File: src/rtl/wrr_pkt_sched.sv
// Weighted round-robin packet scheduler: merges N valid/ready streams onto one, never interleaving packets.
// Optional starvation release of a stalled lock is compiled in with `define WRR_PKT_SCHED_TIMEOUT_EN.
module wrr_pkt_sched #(
  parameter int N       = 4,
  parameter int WIDTH   = 256,
  parameter int WW      = 4,
  parameter int TIMEOUT = 64
) (
  input  logic                      clk,
  input  logic                      rst,
  input  logic [N-1:0]              in_valid,
  output logic [N-1:0]              in_ready,
  input  logic [N-1:0][WIDTH-1:0]   in_data,
  input  logic [N-1:0]              in_last,
  input  logic [N-1:0][WW-1:0]      weight,
  output logic                      out_valid,
  input  logic                      out_ready,
  output logic [WIDTH-1:0]          out_data,
  output logic                      out_last,
  output logic                      busy,
  output logic [$clog2(N)-1:0]      grant_idx,
  output logic                      timeout_pulse
);
  localparam int IW = $clog2(N);
  localparam logic [0:0]  S_IDLE   = 1'b0;
  localparam logic [0:0]  S_LOCKED = 1'b1;
  localparam logic [WW:0] ONE_W    = 1;

  logic [0:0]    state_q, state_d;
  logic [IW-1:0] grant_q, grant_d;
  logic [IW-1:0] ptr_q, ptr_d;
  logic [WW-1:0] pkt_cnt_q, pkt_cnt_d;
  logic [IW-1:0] pick_idx, cand, next_idx;
  logic [WW:0]   n_pkts, w_eff;
  logic          locked, pkt_end, release_to;

  assign locked    = (state_q == S_LOCKED);
  assign out_valid = locked && in_valid[grant_q];
  assign out_data  = in_data[grant_q];
  assign out_last  = in_last[grant_q];
  assign pkt_end   = out_valid && out_ready && out_last;
  assign busy      = locked;
  assign grant_idx = grant_q;

  always_comb begin
    in_ready = '0;
    if (locked) in_ready[grant_q] = out_ready;
  end

  // Scan ptr, ptr+1, ... mod N; walking backwards lets the nearest requester win.
  always_comb begin
    pick_idx = ptr_q;
    cand     = ptr_q;
    for (int i = N - 1; i >= 0; i--) begin
      cand = IW'((int'(ptr_q) + i) % N);
      if (in_valid[cand]) pick_idx = cand;
    end
  end

  assign next_idx = (grant_q == IW'(N - 1)) ? '0 : grant_q + IW'(1);
  assign n_pkts   = ((grant_q == ptr_q) ? {1'b0, pkt_cnt_q} : '0) + ONE_W;
  assign w_eff    = (weight[grant_q] == '0) ? ONE_W : {1'b0, weight[grant_q]};

  always_comb begin
    // NOTE: every next-state signal gets its hold value first, so no path leaves it unassigned (no latch).
    state_d   = state_q;
    grant_d   = grant_q;
    ptr_d     = ptr_q;
    pkt_cnt_d = pkt_cnt_q;
    if (state_q == S_IDLE) begin
      if (|in_valid) begin
        state_d = S_LOCKED;
        grant_d = pick_idx;
        if (pick_idx != ptr_q) pkt_cnt_d = '0;
      end
    end else if (pkt_end) begin
      state_d = S_IDLE;
      if (n_pkts >= w_eff) begin
        ptr_d     = next_idx;
        pkt_cnt_d = '0;
      end else begin
        ptr_d     = grant_q;
        pkt_cnt_d = n_pkts[WW-1:0];
      end
    end else if (release_to) begin
      state_d   = S_IDLE;
      ptr_d     = next_idx;
      pkt_cnt_d = '0;
    end
  end

  always_ff @(posedge clk) begin
    // NOTE: non-blocking assignments so every register samples pre-edge values, independent of block order.
    if (rst) begin
      state_q   <= S_IDLE;
      grant_q   <= '0;
      ptr_q     <= '0;
      pkt_cnt_q <= '0;
    end else begin
      state_q   <= state_d;
      grant_q   <= grant_d;
      ptr_q     <= ptr_d;
      pkt_cnt_q <= pkt_cnt_d;
    end
  end

`ifdef WRR_PKT_SCHED_TIMEOUT_EN
  localparam int TW = $clog2(TIMEOUT + 1);
  logic [TW-1:0] starve_q, starve_d;
  logic          timeout_pulse_q;

  // Release fires on the cycle the starvation count would reach TIMEOUT; the pulse shows in IDLE.
  assign release_to    = locked && !in_valid[grant_q] && (starve_q == TW'(TIMEOUT - 1));
  assign timeout_pulse = timeout_pulse_q;

  always_comb begin
    starve_d = '0;
    if (locked && !in_valid[grant_q] && !release_to) starve_d = starve_q + TW'(1);
  end

  always_ff @(posedge clk) begin
    if (rst) begin
      starve_q        <= '0;
      timeout_pulse_q <= 1'b0;
    end else begin
      starve_q        <= starve_d;
      timeout_pulse_q <= release_to;
    end
  end
`else
  assign release_to    = 1'b0;
  assign timeout_pulse = 1'b0;
`endif

endmodule

File: config.mk
export PLATFORM = sky130hd
export DESIGN_NAME = wrr_pkt_sched
export DESIGN_NICKNAME = d
export VERILOG_FILES = /design/src/rtl/wrr_pkt_sched.sv
export SDC_FILE = /design/constraint.sdc
export NUM_CORES = 1
export LEC_CHECK = 0
export CAP_MARGIN = 20
export CORE_AREA = 4 4 506 508
export CTS_CLUSTER_DIAMETER = 150
export DETAILED_ROUTE_END_ITERATION = 10
export DIE_AREA = 0 0 510 512
export GPL_ROUTABILITY_DRIVEN = 0
export SYNTH_ARGS = -nofsm -noshare
export SYNTH_HDL_FRONTEND = slang
export SYNTH_SLANG_ARGS = --single-unit
File: constraint.sdc
create_clock -name clk -period 3.85 [get_ports clk]
set_input_delay 0.77 -clock clk [delete_from_list [all_inputs] [get_ports clk]]
set_output_delay 0.77 -clock clk [all_outputs]
set_load 0.01 [all_outputs]
Word-level counts from Yosys, hierarchy flattened
Cells that the tools add are included.
{"block": "word_totals", "reg_bits": 9, "input_bits": 1051}
{"block": "classes", "addsub": 5, "magnitude_cmp": 7, "eq_ne": 4, "muxes": 35, "n_bitwise": 2, "n_reduce_logical": 11}
{"operator": "256-bit binary-select mux with 2-bit select", "count": 1}
{"operator": "256-bit two-way mux", "count": 1}
{"operator": "4-bit two-way mux", "count": 9}
{"operator": "2-bit by 3-bit < comparator with 1-bit output, second input constant", "count": 5}
{"operator": "1-bit binary-select mux with 2-bit select", "count": 6}
{"operator": "2-bit two-way mux", "count": 6}
{"operator": "1-bit two-way mux", "count": 10}
{"operator": "4-bit binary-select mux with 2-bit select", "count": 1}
{"operator": "4-bit by 1-bit adder with 5-bit output, second input constant", "count": 1}
{"operator": "5-bit by 4-bit >= comparator with 1-bit output", "count": 1}
{"operator": "2-bit by 1-bit adder with 2-bit output, second input constant", "count": 2}
{"operator": "2-bit adder, second input constant", "count": 2}
{"operator": "4-bit AND", "count": 1}
{"operator": "1-bit logical AND", "count": 4}
{"operator": "4-bit zero test", "count": 1}
{"operator": "2-bit AND reduction", "count": 2}
{"operator": "2-bit nonzero test", "count": 2}
{"operator": "4-bit OR reduction", "count": 1}
{"operator": "3-bit AND reduction", "count": 1}
{"operator": "1-bit demux with 2-bit select", "count": 1}
{"operator": "2-bit equality test", "count": 1}
{"operator": "2-bit equality test, second input constant", "count": 1}
{"operator": "2-bit by 1-bit >= comparator with 1-bit output, second input constant", "count": 1}
{"operator": "2-bit by 1-bit != test with 1-bit output, second input constant", "count": 1}
{"operator": "2 further kinds", "count": 2}

Logic depth before layout (Yosys ltp)
Gate-level depths: netlist of run 1.
{"block": "logic_depth", "depth_word": 11, "mapped_depth": 11, "ltp_nobuf": 10}

Worst setup path after synthesis of run 1
Ideal clock, no wire load.
{"block": "synth_path", "path_kind": "register to register", "startpoint": "reg grant_q[1], in the netlist grant_idx[1]", "endpoint": "reg pkt_cnt_q[0]", "setup_ns": 0.088, "t_arrival_ns": 3.076, "slack_ns": 0.686, "path_stages_with_launch": 12, "period_less_slack_ns": 3.164, "path_cell_list": "dfxtp_1 -> clkbuf_1 -> buf_2 -> clkbuf_1 -> mux4_2 -> a31o_2 -> ha_1 -> nand2b_1 -> a2111oi_0 -> o22a_1 -> nand3b_1 -> o32ai_2"}
{"block": "synth_via", "elab_chain_len": 8}
{"element": "start, declared", "line": "30", "source": "logic [IW-1:0] grant_q, grant_d;"}
{"element": "start signal, assigned", "line": "101", "source": "grant_q <= grant_d;"}
{"element": "parallel branches: the longest is 8 deep, another holds 4-bit by 1-bit adder with 5-bit output"}
{"element": "end signal, assigned", "line": "103", "source": "pkt_cnt_q <= pkt_cnt_d;"}
{"element": "end, declared", "line": "32", "source": "logic [WW-1:0] pkt_cnt_q, pkt_cnt_d;"}
Several ways; the timed one is not identified. The select of a mux whose other input is x is not followed.
A chain may end at the register's enable or synchronous reset.

Worst setup path in the final report of run 1
{"block": "layout_path", "startpoint": "in weight[6] (netlist bit)", "endpoint": "reg pkt_cnt_q[2]"}
{"block": "layout_via", "elab_chain_len": 8}
{"element": "start, declared", "line": "15", "source": "input logic [N-1:0][WW-1:0] weight,"}
{"element": "4-bit binary-select mux with 2-bit select (*)", "line": "62", "source": "assign w_eff = (weight[grant_q] == '0) ? ONE_W : {1'b0, weight[grant_q]};"}
{"element": "4-bit two-way mux (implied by the code) (*)", "line": "62"}
{"element": "4-bit zero test", "line": "62"}
{"element": "4-bit two-way mux (*)", "line": "62"}
{"element": "5-bit by 4-bit >= comparator with 1-bit output (*)", "line": "78", "source": "if (n_pkts >= w_eff) begin"}
{"element": "4-bit two-way mux (*)", "line": "78"}
{"element": "4-bit two-way mux (*)", "line": "76", "source": "end else if (pkt_end) begin"}
{"element": "4-bit two-way mux (*)", "line": "70", "source": "if (state_q == S_IDLE) begin"}
Mark *: on every way between the ends. The rest lies on a longest branch, timed or not. The select of a mux whose other input is x is not followed.

==> results.json, run 1 <==
{
  "routedWlPerCell_um": 51.9,
  "final-hold-violation-count": 0,
  "dpl_worst_slack_ps": -62.0,
  "crit_type": "in -> reg",
  "worstPathArrival_ps": 3880,
  "core_area_um2": 251000,
  "critPathLaunchType": "input port",
  "ant_nets": 0,
  "fill_cells": 28600,
  "tightest_slew_ps": 700,
  "cap_violations": 0,
  "r2r_setup_slack_ps": 390,
  "end_kind": "register",
  "vdd_drop_max_mv": 0.106,
  "portBuffers": 1315,
  "synthDistinctLibCells": 41,
  "period_needed_ps": 3740,
  "powerDensity_nw_per_um2": 150,
  "synth_cells": 429,
  "drv_slew": 0,
  "setup.worst_path.start": "weight[6]",
  "track_usage": 0.196,
  "routed_via_density": 2.75,
  "slowest_stage": "mux4_2",
  "drc": 0,
  "synthesis.area_um2": 7040,
  "cts_tree": "done",
  "max-clock-path-buffers": 2,
  "hp-class": "reg -> reg",
  "max_freq_mhz": 268,
  "finalClockSkew_ps": 2.17,
  "dieWidth_um": 510,
  "critical-path-max-stage-delay_ps": 550,
  "ys.flop_type": "dfxtp_1",
  "die_h_um": 512,
  "cp.required_ps": 3990,
  "synth_nets": 1489,
  "synth_area_per_cell_um2": 16.4,
  "min_from": "pkt_cnt_q[1]",
  "cts_sinks": 9,
  "ys.warnings.count": 0,
  "rows": 184,
  "routed_wl_um": 267000,
  "fin_hold_ws_ps": 551,
  "hold_buffers": 0,
  "h-tree-depth": 1,
  "post-dp-hpwl_um": 257000,
  "r2r_start": "grant_idx[0]",
  "dieArea_um2": 261000,
  "setup_tns_ps": 0,
  "relSlewSlack": 0.532,
  "outcome": "completed",
  "seq_area_frac_synth": 0.0256,
  "drt_iter0_drc": 1130,
  "antenna_found_initial": 539,
  "worst_slack_ps": 112,
  "fin_nets": 2763,
  "grt_pass1_vias": 12800,
  "io_pins": 1317,
  "p_leak_nw": 7.20,
  "via_count": 14100,
  "insertion_delay_ps": 240,
  "first_pass_iters": 6,
  "crit_chain": "clkdlybuf4s50_1 -> mux4_2 -> inv_1 -> a31o_2 -> ha_1 -> nand2b_1 -> a2111oi_1 -> o22a_1 -> nand3b_1 -> o22ai_1",
  "async_flop_share": 0,
  "cts_made_buffers": 3,
  "post_cts_resized": 0,
  "start_util": 0.0280,
  "post-cts-setup-buffers": 0,
  "overflow": 0,
  "setup-violations-final": 0,
  "area_growth_pct": 251,
  "grt_max_degree": 70,
  "crit_fanout": 4,
  "drive_gt1_frac": 0.224,
  "clockRootBuffer": "clkbuf_16",
  "fin_crit_sh": 0.971,
  "grt_pass1_wl_um": 299000,
  "synth_enable_flop_cells": 0,
  "clkTransAtPathRegs_ps": 40,
  "synth-seq-cells": 9
}
-- routing by layer --
| layer | routed length (um) | track usage |
|---|---|---|
| met1 | 93900 | 0.204 |
| met5 | 3010 | 0 |
| met3 | 52500 | 0.181 |
| met4 | 3540 | 0.00569 |
| met2 | 114000 | 0.307 |
-- layout make-up --
class	instances	area (um2)	share of cell area
antenna	94	235	0.00953
inverter	13	48.8	0.00198
clock buffer	4	78.8	0.00319
tap	3348	4190	0.170
multi-input combinational	337	6480	0.263
timing repair buffer	1339	13500	0.545
sequential	9	188	0.00760
-- cells in the final DEF (no fill, tap or decap), drive strengths merged, types with 2 or more instances in the layout --
master         instances
clkdlybuf4s50       1231
mux4                 262
buf                  108
diode                 94
inv                   13
ha                     9
dfxtp                  9
nor3                   7
nor2                   7
o32ai                  5
and3                   4
nand2b                 4
nand2                  4
mux2i                  4
clkbuf                 4
a21oi                  3
xor2                   2
xnor2                  2
a211oi                 2
nor2b                  2
o221ai                 2
-- worst paths after layout --
kind,end,cells after the start
hold / removal,pkt_cnt_q[1],2
hold reg to reg,pkt_cnt_q[1],2
setup reg to reg,pkt_cnt_q[2],9
setup / recovery,pkt_cnt_q[2],10
-- through the flow --
| step | cells | utilization | cell area (um2) | power [W] |
|---|---|---|---|---|
| finish | 5144 | 0.0983 | 24700 | 0.00370 |
| global route | 5070 | 0.0976 | 24500 | 0.00388 |
| CTS | 5050 | 0.0974 | 24500 | 0.00379 |
| detailed placement | 5046 | 0.0971 | 24400 | 0.00358 |
| global placement | 5046 | 0.0971 | 24400 | 0.00355 |
| floorplan | 429 | - | 7040 | 0.000986 |
-- state kept, by name, indices dropped and copies added (netlist names) --
| register | flops |
|---|---|
| pkt_cnt_q | 4 |
| grant_idx | 2 |
| ptr_q | 2 |
| busy | 1 |
-- cells in the mapped netlist, drive strengths merged, types with 2 or more instances --
cell      n  share of area
dfxtp     9          0.026
nor2b     2         0.0018
mux4    262           0.84
clkbuf   17         0.0091
inv      13         0.0069
a211oi    2         0.0021
buf      53          0.038
nand2b    4         0.0036
o221ai    2         0.0025
o32ai     5         0.0094
ha        9          0.016
a21oi     3         0.0021
xor2      2         0.0025
xnor2     2         0.0025
nor3      7         0.0050
nor2      7         0.0037
and3      4         0.0036
mux2i     4         0.0057
nand2     4         0.0021
-- cells by family after synthesis --
family                     after synthesis  share of synthesized area
other                                    1                   0.000532
AOI/OAI and AO/OA                       22                     0.0286
xor gates and xnor gates                 4                    0.00497
and+or+nand+nor                         35                     0.0270
muxes                                  266                      0.843
buffers and inverters                   83                     0.0540
DFF                                      9                     0.0256
adders and majority gates                9                     0.0160
-- critical path, delay by kind of cell --
kind / cells / cell delay [ps]
muxes: 1 / 550
adders and majority gates: 1 / 230
and+or+nand+nor: 2 / 390
buffers and inverters: 2 / 580
AOI/OAI and AO/OA: 4 / 1340
-- where the power goes --
group / switching, W / leakage [nW] / internal, W
clock network: 0.0000499 / 0.0387 / 0.000139
logic: 0.00147 / 7.09 / 0.00192
registers: 0.0000186 / 0.0747 / 0.0000968
total: 0.00154 / 7.20 / 0.00216
(Power assumes the default switching activity.)
==> inputs of run 2 (changes only) <==
--- a/config.mk
+++ b/config.mk
@@ -11,6 +11,7 @@
 export DETAILED_ROUTE_END_ITERATION = 10
 export DIE_AREA = 0 0 510 512
 export GPL_ROUTABILITY_DRIVEN = 0
+export SETUP_SLACK_MARGIN = 0.05
 export SYNTH_ARGS = -nofsm -noshare
 export SYNTH_HDL_FRONTEND = slang
 export SYNTH_SLANG_ARGS = --single-unit
==> run 2 against run 1 <==
  * Global-route usage stayed put
  * Non-clock buffer count stayed put
  * Sequential cell count stayed put
  * Power hardly changed
  * Clock power hardly changed
  * Sequential share of layout area hardly changed
  * Clock skew hardly changed
  * Die area stayed put
  * Fmax is 1.7% higher
  * Largest cell class unchanged
==> results.json, run 2 (synthesized netlist as in run 1, its figures left out) <==
{
  "ant_nets": 0,
  "critPathLaunchType": "input port",
  "routedWlPerCell_um": 51.9,
  "power_w": 0.00370,
  "antenna_found_initial": 539,
  "cts_tree": "done",
  "insertion_delay_ps": 240,
  "slowest_stage": "mux4_2",
  "relSlewSlack": 0.532,
  "fill_cells": 28600,
  "final_cell_mix": "clkdlybuf4s50_1 (1231), mux4_2 (262), buf_4 (81)",
  "reg2reg_to": "pkt_cnt_q[2]",
  "rsz0062_at_grt": "no",
  "drt_iter0_drc": 1131,
  "regMostFlops": "pkt_cnt_q",
  "end_kind": "register",
  "largest_reg_flops": 4,
  "grt_max_degree": 70,
  "hp-class": "reg -> reg",
  "vdd_drop_max_mv": 0.106,
  "cp.required_ps": 3990,
  "regArea_um2": 188,
  "critPathCapture": "pkt_cnt_q[2]",
  "via_count": 14200,
  "r2r_start": "grant_idx[0]",
  "rows": 184,
  "track_usage": 0.196,
  "h-tree-depth": 1,
  "start_util": 0.0280,
  "portBuffers": 1315,
  "dieWidth_um": 510,
  "powerDensity_nw_per_um2": 150,
  "routed_via_density": 2.75,
  "post-dp-hpwl_um": 257000,
  "cap_violations": 0,
  "fin_nets": 2763,
  "first_pass_iters": 6,
  "setup-violations-final": 0,
  "p_leak_nw": 7.20,
  "dieArea_um2": 261000,
  "postPlaceCellArea_um2": 24400,
  "tightest_slew_ps": 700,
  "crit_fanout": 4,
  "stdcell_area_um2": 24700,
  "fin_crit_sh": 0.955,
  "setup_tns_ps": 0,
  "critical-path-max-stage-delay_ps": 550,
  "max_freq_mhz": 272,
  "clkTransAtPathRegs_ps": 40,
  "final-hold-violation-count": 0,
  "final_common_cell": "clkdlybuf4s50_1",
  "period_needed_ps": 3680,
  "post-cts-setup-buffers": 0,
  "worstPathArrival_ps": 3820,
  "reg2reg_depth": 9,
  "cts_made_buffers": 3,
  "cts_sinks": 9,
  "drc": 0,
  "grt_pass1_vias": 12800,
  "finalClockSkew_ps": 2.35,
  "dpl_worst_slack_ps": -62.0,
  "multiInputGateArea_um2": 6490,
  "drv_slew": 0,
  "r2r_setup_slack_ps": 450,
  "grt_pass1_wl_um": 299000,
  "max-clock-path-buffers": 2,
  "setup.worst_path.start": "weight[6]",
  "crit_chain": "clkdlybuf4s50_1 -> mux4_2 -> inv_1 -> a31o_2 -> ha_1 -> nand2b_1 -> a2111oi_1 -> o22a_2 -> nand3b_1 -> o22ai_1",
  "die_h_um": 512,
  "routed_wl_um": 267000,
  "crit_type": "in -> reg",
  "hold_buffers": 0,
  "overflow": 0,
  "worst_slack_ps": 174,
  "io_pins": 1317,
  "core_area_um2": 251000,
  "outcome": "completed",
  "drive_gt1_frac": 0.224,
  "clockRootBuffer": "clkbuf_16",
  "area_growth_pct": 251
}
[run 2: timing repair]
action	CTS	global route
endpoints found under the hold margin	0	0
gates resized for setup	0	2
setup endpoints to repair	0	3
[run 2: per-layer routing]
layer | global-route usage | wire, um | up-vias
met4 | 0.00569 | 3530 | 470
met5 | 0 | 3010 | -
met1 | 0.204 | 93900 | 6432
met2 | 0.307 | 114000 | 1611
met3 | 0.181 | 52500 | 873
li1 | - | - | 4765
[run 2: final cells by class]
type                            count  share of cell area
Antenna cell                       94             0.00952
Clock buffer                        4             0.00319
Inverter                           13             0.00198
Multi-Input combinational cell    337               0.263
Sequential cell                     9             0.00760
Tap cell                         3348               0.170
Timing Repair Buffer             1339               0.545
[run 2: worst min-delay path by stage]
| stage | from | to | cells after the start |
|---|---|---|---|
| final | pkt_cnt_q[1] | pkt_cnt_q[1] | 2 |
| after global routing | pkt_cnt_q[1] | pkt_cnt_q[1] | 2 |
| after CTS | pkt_cnt_q[1] | pkt_cnt_q[1] | 2 |
| after detailed placement | pkt_cnt_q[1] | pkt_cnt_q[1] | 2 |
| after global placement | pkt_cnt_q[2] | pkt_cnt_q[2] | 2 |
| after floorplan | pkt_cnt_q[2] | pkt_cnt_q[2] | 2 |
[run 2: worst max-delay path: cells and delay by family]
family,cells,cell delay [ps]
buffers and inverters,2,580
AOI/OAI and AO/OA,4,1300
muxes,1,550
and+or+nand+nor,2,370
adders and majority gates,1,230
[run 2: through the flow]
step                        util  hold WS [ps]  std cells
after floorplan                -           468        429
after global placement    0.0971           477       5046
after detailed placement  0.0971           531       5046
after CTS                 0.0974           538       5050
after global routing      0.0976           553       5070
final                     0.0983           551       5144
[run 2: power by group]
group	total, W	leakage (nW)	switching, W	internal, W
Sequential	0.000115	0.0747	0.0000186	0.0000968
Combinational	0.00339	7.09	0.00147	0.00192
Clock	0.000189	0.0387	0.0000498	0.000139
==> variant (flow settings as in run 2) <==
The option `WRR_PKT_SCHED_TIMEOUT_EN` is turned on by a define.
--- a/src/rtl/wrr_pkt_sched.sv
+++ b/src/rtl/wrr_pkt_sched.sv
@@ -1,4 +1,6 @@
 // Weighted round-robin packet scheduler: merges N valid/ready streams onto one, never interleaving packets.
 // Optional starvation release of a stalled lock is compiled in with `define WRR_PKT_SCHED_TIMEOUT_EN.
+`define WRR_PKT_SCHED_TIMEOUT_EN
+
 module wrr_pkt_sched #(
   parameter int N       = 4,
Check against the original RTL: not settled (the Yosys comparison gave no result); the edit may change what the design does.
==> variant against run 2 <==
  * Design area is 0.85% higher
  * Power up 5.3%
  * Sequential cell count increased by 8
  * Wire length down 11%
  * Synthesized area rose by 3.1%
  * Non-clock buffer count up 7
  * Synthesized cell count grew 6.1%
  * Worst setup slack better by 0.036 ns
  * Critical endpoint is now out_data[226]
  * Highest routed layer unchanged
==> variant: results (changes against run 2) <==
global_route:
  grt_max_degree: 60  # -14%
  antenna_found_initial: 444  # -18%
  grt_pass1_vias: 13332  # +4.3%
  grt_pass1_wl_microns: 265000  # -11%
  grt_usage_pct: 17.4  # -2.2 points
power_and_ir_drop:
  intPower_uw: 2270  # +5.2%
  irDropWorstVdd_mv: 0.133  # +26%
  p_leak_uw: 0.00730  # +1.3%
synth:
  synth_nets: 1516  # +1.8%
  synthDistinctLibCells: 39  # -4.9%
  synthTopCellsByArea: "mux4_2 (81%), dfxtp_1 (4.7%), buf_2 (1.9%)"
  async_reset_ff_share_pct: 0  # unchanged
  synth_ff_type: "dfxtp_1"
  synth_common_cells: "mux4_2 (262), buf_2 (27), clkbuf_1 (27)"
  synth_warnings: 0  # unchanged
  synth-seq-area-share_pct: 4.68  # +2.1 points
drt:
  vias: 13988  # -1.2%
  drtPass1Iterations: 4  # -2
  post_drt_wl_per_cell_microns: 46.2  # -11%
  drt-initial-drc-count: 859  # -24%
placed_design:
  port_buffers: 1316  # +0.076%
  pre_cts_slack_ns: 0.229  # +0.291 ns
  dp_hpwl_microns: 228000  # -11%
clocking:
  path_clk_slew_ns: 0.05
  cts_resized: 0  # unchanged
  clock_latency_ns: 0.25
  cts-root-buf: "clkbuf_16"
  cts_setup_buffers: 0  # unchanged
  clock_path_buffers: 2  # unchanged
  htree_num_levels: 1  # unchanged
worst_setup_path:
  critPathKind: "reg2out"
  worstPathMaxFanout: 16  # +12
  rrSetupSlack_ns: 0.54  # +0.09 ns
  critPathCapture: "out_data[226]"
  cpPeakStageDelay_ns: 0.72  # +0.17 ns
  r2r-start: "grant_idx[0]$_SDFFE_PP0P_"
  crit_arrival_ns: 2.87  # -0.95 ns
  reg2regPathDepth: 9  # unchanged
  slowest_stage: "clkdlybuf4s50_1"
  worst_r2r_endpoint: "pkt_cnt_q[3]$_SDFFE_PP0P_"
timing:
  fmax_ghz: 0.275  # +0.99%
  slew_headroom_pct: 42.9  # -10 points
  fin_worst_skew_ns: 0.00171  # -0.000646 ns
min_path:
  holdPathStages: 1  # -1
  hold_end: "starve_q[0]$_SDFF_PP0_"
  hold_class: "reg2reg"
  hp-start: "starve_q[0]$_SDFF_PP0_"
final_layout:
  drive_gt1_share_pct: 21.0  # -1.5 points
  finalNetCount: 2803  # +1.4%
  fillers: 28658  # +0.10%
outcome:
  status: "finished clean"
-- variant: metrics by stage --
step / cells / power, uW / hold WS [ns] / instance area [sq um]
6_report: 5152 / 3890 / 0.463 / 24900
3_5_place_dp: 5085 / 3760 / 0.459 / 24700
4_1_cts: 5089 / 3990 / 0.466 / 24700
3_3_place_gp: 5085 / 3740 / 0.425 / 24700
5_1_grt: 5116 / 4050 / 0.475 / 24800
2_1_floorplan: 455 / 1090 / 0.413 / 7260
-- variant: power by group through the flow --
stage          clock network, uW  logic [uW]  registers [uW]
2_1_floorplan                  0         906             188
3_3_place_gp                   0        3540             206
3_5_place_dp                   0        3550             207
4_1_cts                      209        3580             203
5_1_grt                      215        3630             204
6_report                     212        3480             201
-- variant: area by class of cell --
class	instances	area [sq um]	share of cell area [%]
Timing Repair Buffer	1346	13500	54.2
Antenna cell	63	158	0.633
Inverter	12	45.0	0.181
Tap cell	3348	4190	16.8
Clock buffer	3	75.1	0.301
Multi-Input combinational cell	362	6600	26.5
Sequential cell	17	348	1.40
Clock inverter	1	5.00	0.0201
-- variant: logic make-up (layout without fill, tap and decap cells) --
group	count (synthesis)	count (layout)	synth area share [%]
compound gates	32	32	3.48
xor+xnor	8	8	0.965
fa+ha+maj	10	10	1.72
buf+inv	76	1362	4.50
flops	17	17	4.68
mux	263	263	81.4
other cells	0	63	0
simple gates	49	49	3.29
-- variant: per-layer routing --
layer	vias up	wire, microns	track usage [%]
li1	4844	-	-
met1	6488	83700	18.5
met2	1700	105000	28.1
met3	698	37300	11.4
met4	258	9750	4.58
met5	-	1720	0
-- variant: critical path: cells and delay by family, from the launching register on --
kind / cells / cell delay, ns
DFF: 1 / 0.64
buffers and inverters: 3 / 1.31
muxes: 1 / 0.55
